==> src/rtl/mem_arbiter_pkg.sv <==
// mem_arbiter_pkg: shared region map, requester indices and FSM/region encodings for mem_arbiter
package mem_arbiter_pkg;
    localparam logic [17:0] LOWMEM_BASE = 18'h00000;
    localparam logic [17:0] ROM_BASE    = 18'h02000;
    localparam logic [17:0] SPRAM_BASE  = 18'h20000;
    localparam int LOWMEM_BITS = 13;
    localparam int ROM_BITS    = 12;
    localparam int SPRAM_BITS  = 17;
    localparam int MON = 0;
    localparam int CPU = 1;
    typedef enum logic [1:0] {IDLE, ISSUE, RDWAIT} state_t;
    // Region code doubles as the bit position of its write strobe
    typedef enum logic [1:0] {REG_LOW, REG_ROM, REG_SPRAM, REG_NONE} region_t;
endpackage

==> src/rtl/mem_arbiter_rr_arb2.sv <==
// rr_arb2: two-way round-robin grant with registered last-winner
//   CLK, reset : clock, async active-high reset
//   en         : grants allowed this cycle
//   valid[1:0] : request lines
//   grant[1:0] : one-hot combinational grant
module rr_arb2 (
    input  logic       CLK,
    input  logic       reset,
    input  logic       en,
    input  logic [1:0] valid,
    output logic [1:0] grant
);
    logic last;
    // On contention the requester that did not win last time goes first
    always_comb grant = !en ? 2'b00 : (&valid) ? (last ? 2'b01 : 2'b10) : valid;
    always_ff @(posedge CLK or posedge reset)
        if (reset) last <= 1'b1;
        else if (|grant) last <= grant[1];
endmodule

==> src/rtl/mem_arbiter.sv <==
// mem_arbiter: shares the on-chip memory datapath between monitor and CPU
//   CLK, reset                : clock, async active-high reset
//   req_valid/write[1:0]      : per-requester request (bit 0 monitor, bit 1 CPU)
//   req_addr0/1, req_wdata0/1 : request address and write data
//   req_ready[1:0]            : accept pulse, combinational
//   rsp_valid[1:0], rsp_rdata : read response pulse and data
//   ram_addr, ram_wdata       : registered memory address/data
//   ram_we[2:0]               : registered one-hot write strobes for blocks 0..2
//   ram_rdata0/1/2            : block read data, one cycle after address
module mem_arbiter
    import mem_arbiter_pkg::*;
#(
    parameter int ADDR_WIDTH   = 18,
    parameter int LOWMEM_WIDTH = LOWMEM_BITS,
    parameter int ROM_WIDTH    = ROM_BITS,
    parameter int SPRAM_WIDTH  = SPRAM_BITS
) (
    input  logic                  CLK,
    input  logic                  reset,
    input  logic [1:0]            req_valid,
    input  logic [1:0]            req_write,
    input  logic [ADDR_WIDTH-1:0] req_addr0,
    input  logic [ADDR_WIDTH-1:0] req_addr1,
    input  logic [7:0]            req_wdata0,
    input  logic [7:0]            req_wdata1,
    output logic [1:0]            req_ready,
    output logic [1:0]            rsp_valid,
    output logic [7:0]            rsp_rdata,
    output logic [ADDR_WIDTH-1:0] ram_addr,
    output logic [7:0]            ram_wdata,
    output logic [2:0]            ram_we,
    input  logic [7:0]            ram_rdata0,
    input  logic [7:0]            ram_rdata1,
    input  logic [7:0]            ram_rdata2
);
    state_t                state;
    region_t               region, dec;
    logic                  owner, wr, sel;
    logic [1:0]            grant;
    logic [ADDR_WIDTH-1:0] addr;
    logic [7:0]            wdata;
    logic [2:0]            we_dec;

    // Reset gates the grant so ready stays low while reset is held
    rr_arb2 u_arb (
        .CLK   (CLK),
        .reset (reset),
        .en    (state == IDLE && !reset),
        .valid (req_valid),
        .grant (grant)
    );

    assign req_ready = grant;

    always_comb begin
        sel    = grant[CPU];
        addr   = sel ? req_addr1 : req_addr0;
        wdata  = sel ? req_wdata1 : req_wdata0;
        dec    = ((addr >> LOWMEM_WIDTH) == ADDR_WIDTH'(LOWMEM_BASE >> LOWMEM_WIDTH)) ? REG_LOW :
                 ((addr >> ROM_WIDTH) == ADDR_WIDTH'(ROM_BASE >> ROM_WIDTH))          ? REG_ROM :
                 ((addr >> SPRAM_WIDTH) == ADDR_WIDTH'(SPRAM_BASE >> SPRAM_WIDTH))    ? REG_SPRAM : REG_NONE;
        we_dec = (req_write[sel] && dec != REG_NONE) ? (3'b001 << dec) : 3'b000;
    end

    // Block data arrives in RDWAIT, so the response is steered combinationally there
    always_comb begin
        rsp_valid = (state == RDWAIT) ? (owner ? 2'b10 : 2'b01) : 2'b00;
        rsp_rdata = (state != RDWAIT)    ? 8'h00 :
                    (region == REG_LOW)   ? ram_rdata0 :
                    (region == REG_ROM)   ? ram_rdata1 :
                    (region == REG_SPRAM) ? ram_rdata2 : 8'h00;
    end

    always_ff @(posedge CLK or posedge reset) begin
        if (reset) begin
            state     <= IDLE;
            region    <= REG_NONE;
            owner     <= 1'b0;
            wr        <= 1'b0;
            ram_addr  <= '0;
            ram_wdata <= '0;
            ram_we    <= '0;
        end else begin
            case (state)
                IDLE: if (|grant) begin
                    state     <= ISSUE;
                    ram_addr  <= addr;
                    ram_wdata <= wdata;
                    ram_we    <= we_dec;
                    region    <= dec;
                    owner     <= sel;
                    wr        <= req_write[sel];
                end
                ISSUE: begin
                    ram_we <= 3'b000;
                    state  <= wr ? IDLE : RDWAIT;
                end
                default: state <= IDLE;
            endcase
        end
    end
endmodule

==> config.mk <==
export PLATFORM = sky130hd
export DESIGN_NAME = mem_arbiter
export DESIGN_NICKNAME = d
export VERILOG_FILES = /design/src/rtl/mem_arbiter_pkg.sv /design/src/rtl/mem_arbiter_rr_arb2.sv /design/src/rtl/mem_arbiter.sv
export SDC_FILE = /design/constraint.sdc
export NUM_CORES = 1
export LEC_CHECK = 0
export BUFFER_PORTS_ARGS = -buffer_cell sky130_fd_sc_hd__buf_2
export CAP_MARGIN = 25
export CORE_MARGIN = 2
export CORE_UTILIZATION = 39
export DETAILED_ROUTE_END_ITERATION = 10
export PLACE_DENSITY = 0.77
export SETUP_SLACK_MARGIN = 0.2
export SYNTH_ARGS = -nofsm -noshare
export SYNTH_HDL_FRONTEND = slang
export SYNTH_SLANG_ARGS = --single-unit
==> constraint.sdc <==
create_clock -name CLK -period 1.4 [get_ports CLK]
set_input_delay 0.07 -clock CLK [delete_from_list [all_inputs] [get_ports CLK]]
set_output_delay 0.07 -clock CLK [all_outputs]
set_load 0.01 [all_outputs]
# Word level (Yosys, flattened, before mapping)

Index checks and enable logic that the tools add are counted.

Bits in registers: 36
Bits of input ports: 82
Logic and storage cells: 51

$lt $le $gt $ge: 1
Eq/ne operators: 8
Shift-type cells: 1
Multiplexer cells: 22
Reductions and logical operators: 11

Operators by type and width:

| kind                                                        | number |
|---|---|
| 2-to-1 mux 8 bit                                            | 5 |
| logical NOT 18 bit                                          | 1 |
| 2-to-1 mux 18 bit                                           | 1 |
| 2-to-1 mux 2 bit                                            | 9 |
| equality test 6 x 2 -> 1 bit (second input constant)        | 1 |
| 2-to-1 mux 3 bit                                            | 2 |
| one-hot mux 3 bit (2 select lines)                          | 1 |
| AND reduction 2 bit                                         | 3 |
| equality test 2 x 1 -> 1 bit (second input constant)        | 2 |
| equality test 2 bit (second input constant)                 | 2 |
| logical NOT 2 bit                                           | 2 |
| != test 2 bit (second input constant)                       | 2 |
| one-hot mux 2 bit (2 select lines)                          | 1 |
| 2-to-1 mux 1 bit                                            | 3 |
| << shifter 1 x 2 -> 3 bit (first input constant)            | 1 |
| logical AND 1 bit                                           | 2 |
| less-than comparator 1 x 2 -> 1 bit (second input constant) | 1 |
| != test 2 x 1 -> 1 bit (second input constant)              | 1 |
| nonzero test 2 bit                                          | 1 |
| OR reduction 2 bit                                          | 1 |
| logical NOT 1 bit                                           | 1 |

# Logic depth before layout (Yosys ltp)

Depth in word-level cells: 12
Mapped depth: 6

# Cells and area by module

A second synthesis with hierarchy kept.

Cell total of the unflattened synthesis: 200
Area, all modules: 1971.9 um^2

By module, submodules not included:

| module      | times used | cells an instance | area each (um^2) | sequential area each (um^2) |
|---|---|---|---|---|
| mem_arbiter | 1          | 191               | 1905.6           | 878.3 |
| rr_arb2     | 1          | 9                 | 66.3             | 26.3 |

# Least setup slack after synthesis

No wires, ideal clock.

Path type: reg-to-reg
From: register state[1]
To: register ram_addr[17]
Setup time: 0.125 ns
Data arrival time: 1.395 ns
Data required time: 1.275 ns
Slack: -0.120 ns
Stages on the path, launching flop included: 5
Path buffers: 0
Period minus slack after synthesis: 1.520 ns
Path through: dfrtp_1 -> nor3_4 -> nand2_4 -> mux2_4 -> mux2_4

Longest elaborated chain between the ends: 5

Ends and longest elaborated chain:

| element                       | RTL line                             | text |
|---|---|---|
| start: declaration            | mem_arbiter.sv:36                    | `state_t state;` |
| start signal: assignment      | mem_arbiter.sv:96                    | `state <= wr ? IDLE : RDWAIT;` |
| logical NOT 2 bit *           | mem_arbiter.sv:48, mem_arbiter.sv:84 |  |
| logical AND 1 bit             | mem_arbiter.sv:48                    | `.en (state == IDLE && !reset),` |
| 2-to-1 mux 2 bit              | mem_arbiter_rr_arb2.sv:15            | `always_comb grant = !en ? 2'b00 : (&valid) ? (last ? 2'b01 : 2'b10) : valid;` |
| OR reduction 2 bit            | mem_arbiter.sv:85                    | `IDLE: if (\|grant) begin` |
| AND reduction 2 bit (no line) | n/a                                  |  |
| end signal: assignment        | mem_arbiter.sv:87                    | `ram_addr <= addr;` |
| end: declaration              | mem_arbiter.sv:29                    | `output logic [ADDR_WIDTH-1:0] ram_addr,` |

Every way passes the cells marked *; elsewhere a longest branch is shown, timed or not.
A chain may end at the register's enable or synchronous reset.

# Worst setup path after layout

From: register state[1]
To: register ram_addr[15]

The elaborated chain is that of the path after synthesis.

==> results.sh <==
export IMPL_synthMostInstantiatedCell="dfrtp_1"
export IMPL_power_density_mw_per_mm2=1430
export IMPL_synth_edf_count=0
export IMPL_crit_slowest_cell="dfrtp_1"
export IMPL_drtAntennaViolNets=0
export IMPL_die_w_um=75.3
export IMPL_placed_area_mm2=0.00273
export IMPL_via_per_inst=5.36
export IMPL_synth_common_cells="33 x dfrtp_1, 32 x mux2i_1, 29 x nand2_1"
export IMPL_hp_class="in -> reg"
export IMPL_synth_cell_types=36
export IMPL_p_sw_uw=2030
export IMPL_vias=2471
export IMPL_stdcell_area_mm2=0.00388
export IMPL_end_kind="flop"
export IMPL_cts_buffers=5
export IMPL_rsz0062_at_grt="true"
export IMPL_p_clk_share_pct=18.6
export IMPL_cp_data_required_time_ns=1.57
export IMPL_cts_tree="yes"
export IMPL_wire_per_inst_um=18.9
export IMPL_slew_violations=0
export IMPL_dpl_hpwl_um=4360
export IMPL_synth_area_mm2=0.00198
export IMPL_antennaDiodeCount=0
export IMPL_ys_flop_type="dfrtp_1"
export IMPL_relSlewSlack_pct=67.2
export IMPL_gp_congestion=0.815
export IMPL_insertion_delay_ns=0.29
export IMPL_ys_warn_count=0
export IMPL_dr_wl_met2_um=4530
export IMPL_combPwrFrac_pct=48.7
export IMPL_netlist_instances=210
export IMPL_fp_dieH_um=75.3
export IMPL_skew_ns=0.0101
export IMPL_core_area_mm2=0.00482
export IMPL_fin_nets=475
export IMPL_drt_iter0_markers=104
export IMPL_seq_power_share_pct=32.7
export IMPL_clockBufferDepth=2
export IMPL_outcome="complete, but fails checks"
export IMPL_cts_root_buffer="clkbuf_8"
export IMPL_synthArstFlopShare_pct=100
export IMPL_synthTopCellsByArea="dfrtp_1 42%, mux2i_1 16%, o21ai_0 6.1%, nand2_1 5.5%, nor2_1 4.5%"
export IMPL_period_share_pct=120
export IMPL_cp_common_cell="buf_12"
export IMPL_maxCapViolations=0
export IMPL_cts_htree_levels=2
export IMPL_finalHoldViolations=2
export IMPL_clock_fmax_mhz=594
export IMPL_wl_met1_um=3120
export IMPL_start_kind="flop"
export IMPL_dieArea_mm2=0.00567
export IMPL_routed_wl_um=8720
export IMPL_area_delta_synth_final_pct=95.8
export IMPL_internal_power_uw=3520
export IMPL_setup_viol=43
export IMPL_total_power_uw=5550
export IMPL_synth_top_cell_area_share_pct=41.7
export IMPL_grt_pass1_vias=2464
export IMPL_start_util_pct=41.1
export IMPL_num_io_pins=123
export IMPL_p_leak_uw=0.00199
export IMPL_period_needed_ns=1.68
export IMPL_setup_ws_ns=-0.283
export IMPL_io_buffers=122
export IMPL_firstDrtPassIters=4
export IMPL_critPathMaxFanout=6
export IMPL_grt_max_degree=19
export IMPL_yosys_area_top_type="dfrtp_1"
export IMPL_crit_arrival_ns=1.85
export IMPL_grt_overflow=0
export IMPL_violations="negative hold slack, negative setup slack"
export IMPL_synth_area_per_cell_um2=9.44
export IMPL_switching_share_pct=36.6
export IMPL_wl_met3_um=715
export IMPL_clk_pin_slew_worst_paths_ns=0.08
export IMPL_fin_util_pct=80.5
export IMPL_clkSinkCount=36
export IMPL_synth_nets=292
export IMPL_ys_seq_area_share_pct=45.6
export IMPL_rows=25
export IMPL_max_stage_delay_ns=0.44
export IMPL_crit_type="reg -> reg"
export IMPL_final_layout_size_suffix_gt1_share_pct=59.9
export IMPL_vdd_drop_max_mv=0.983
export IMPL_top_layer="met4"
export IMPL_grtUsageTotal_pct=28.3
export IMPL_cp_cell_sequence="nor3_4, buf_6, nand3_4, buf_12, buf_12, mux2i_1, a21oi_1"
export IMPL_timing_hold_ws_ns=-0.00671
export IMPL_grt_pass1_wl_um=11700
export IMPL_ys_ff_latch=36
export IMPL_antenna_found_initial=0
export IMPL_drc=0
export IMPL_tightestPinTransition_ns=0.488
path summary, 6_finish.rpt:
kind / depth (start not counted) / start / to / slack, ns
max: 7 / state[1] / ram_addr[15] / -0.28
min: 3 / req_wdata1[3] / ram_wdata[3] / -0.007
max reg2reg: 7 / state[1] / ram_addr[15] / -0.28
min reg2reg: 1 / wr / state[1] / 0.43
max in group asynchronous: 4 / reset / region[0] / 0.43
min in group asynchronous: 3 / reset / ram_we[2] / 0.37
repair_timing:
item / CTS / global route
endpoints found under the setup margin: 46 / 47
gates cloned: 6 / 0
setup buffers: 21 / 7
hold buffers: 18 / 0
pin swaps: 9 / 12
endpoints found under the hold margin: 25 / 0
gates resized for setup: 71 / 49
power groups by stage:
stage / registers [uW] / clock network [uW] / logic [uW]
after floorplan: 1870 / 0 / 891
after global placement: 1760 / 0 / 1680
after detailed placement: 1760 / 0 / 1760
after CTS: 1730 / 1030 / 2350
after global routing: 1840 / 1090 / 2880
final: 1810 / 1030 / 2700
per-layer routing:
layer | up-vias | GRT usage, %
li1 | 1106 | -
met1 | 1170 | 31.4
met2 | 161 | 51.0
met3 | 34 | 7.63
met4 | 0 | 11.5
met5 | - | 0
cells in the final DEF (no fill, tap or decap), types with 4 or more instances in the layout:
cell / n
mux2i_4: 4
mux2i_2: 4
buf_6: 18
nor2_1: 24
buf_16: 6
a21oi_1: 10
nand2_2: 9
buf_4: 14
inv_1: 4
mux2i_1: 24
o21ai_1: 13
dfrtp_1: 33
buf_2: 120
nand2_1: 15
o21ai_2: 12
dlygate4sd3_1: 18
buf_12: 10
clkbuf_8: 7
nand2_4: 5
flip-flops by register name, summed over array words and instances, names as in the netlist:
register	count
state	2
ram_addr	18
region	2
wr	1
owner	1
ram_we	3
ram_wdata	8
u_arb.last	1
logic make-up (layout without fill, tap and decap cells):
| logic type | count (synthesis) | after routing | synth area share, % |
|---|---|---|---|
| flops | 36 | 36 | 45.6 |
| mux | 34 | 34 | 17.7 |
| buf+inv | 19 | 203 | 5.11 |
| compound gates | 51 | 51 | 14.8 |
| simple gates | 70 | 70 | 16.8 |
per-stage QoR:
stage	worst slack (ns)	hold WS (ns)	TNS (ns)	instances
global placement	-0.0269	0.113	-0.349	401
floorplan	-0.0995	0.140	-0.195	210
finish	-0.283	-0.00671	-8.35	461
CTS	-0.216	0.00121	-5.54	454
global route	-0.332	0.00418	-11.74	461
detailed placement	-0.118	0.121	-1.61	401
worst max-delay path: cells and delay by family, from the launching register on:
family	cells	cell delay, ns
muxes	1	0.17
buffers and inverters	3	0.47
DFF	1	0.44
and+or+nand+nor	2	0.37
AOI/OAI and AO/OA	1	0.10
cell type report:
class	instances	area (um2)
fillers	291	937
inverters	7	46.3
flip-flops and latches	36	905
repair buffers	188	1480
multi-input cells	155	1230
well taps	67	83.8
clock inverters	1	30.0
clock buffers	7	96.3
Note: power is estimated with default switching activity, not from simulation.
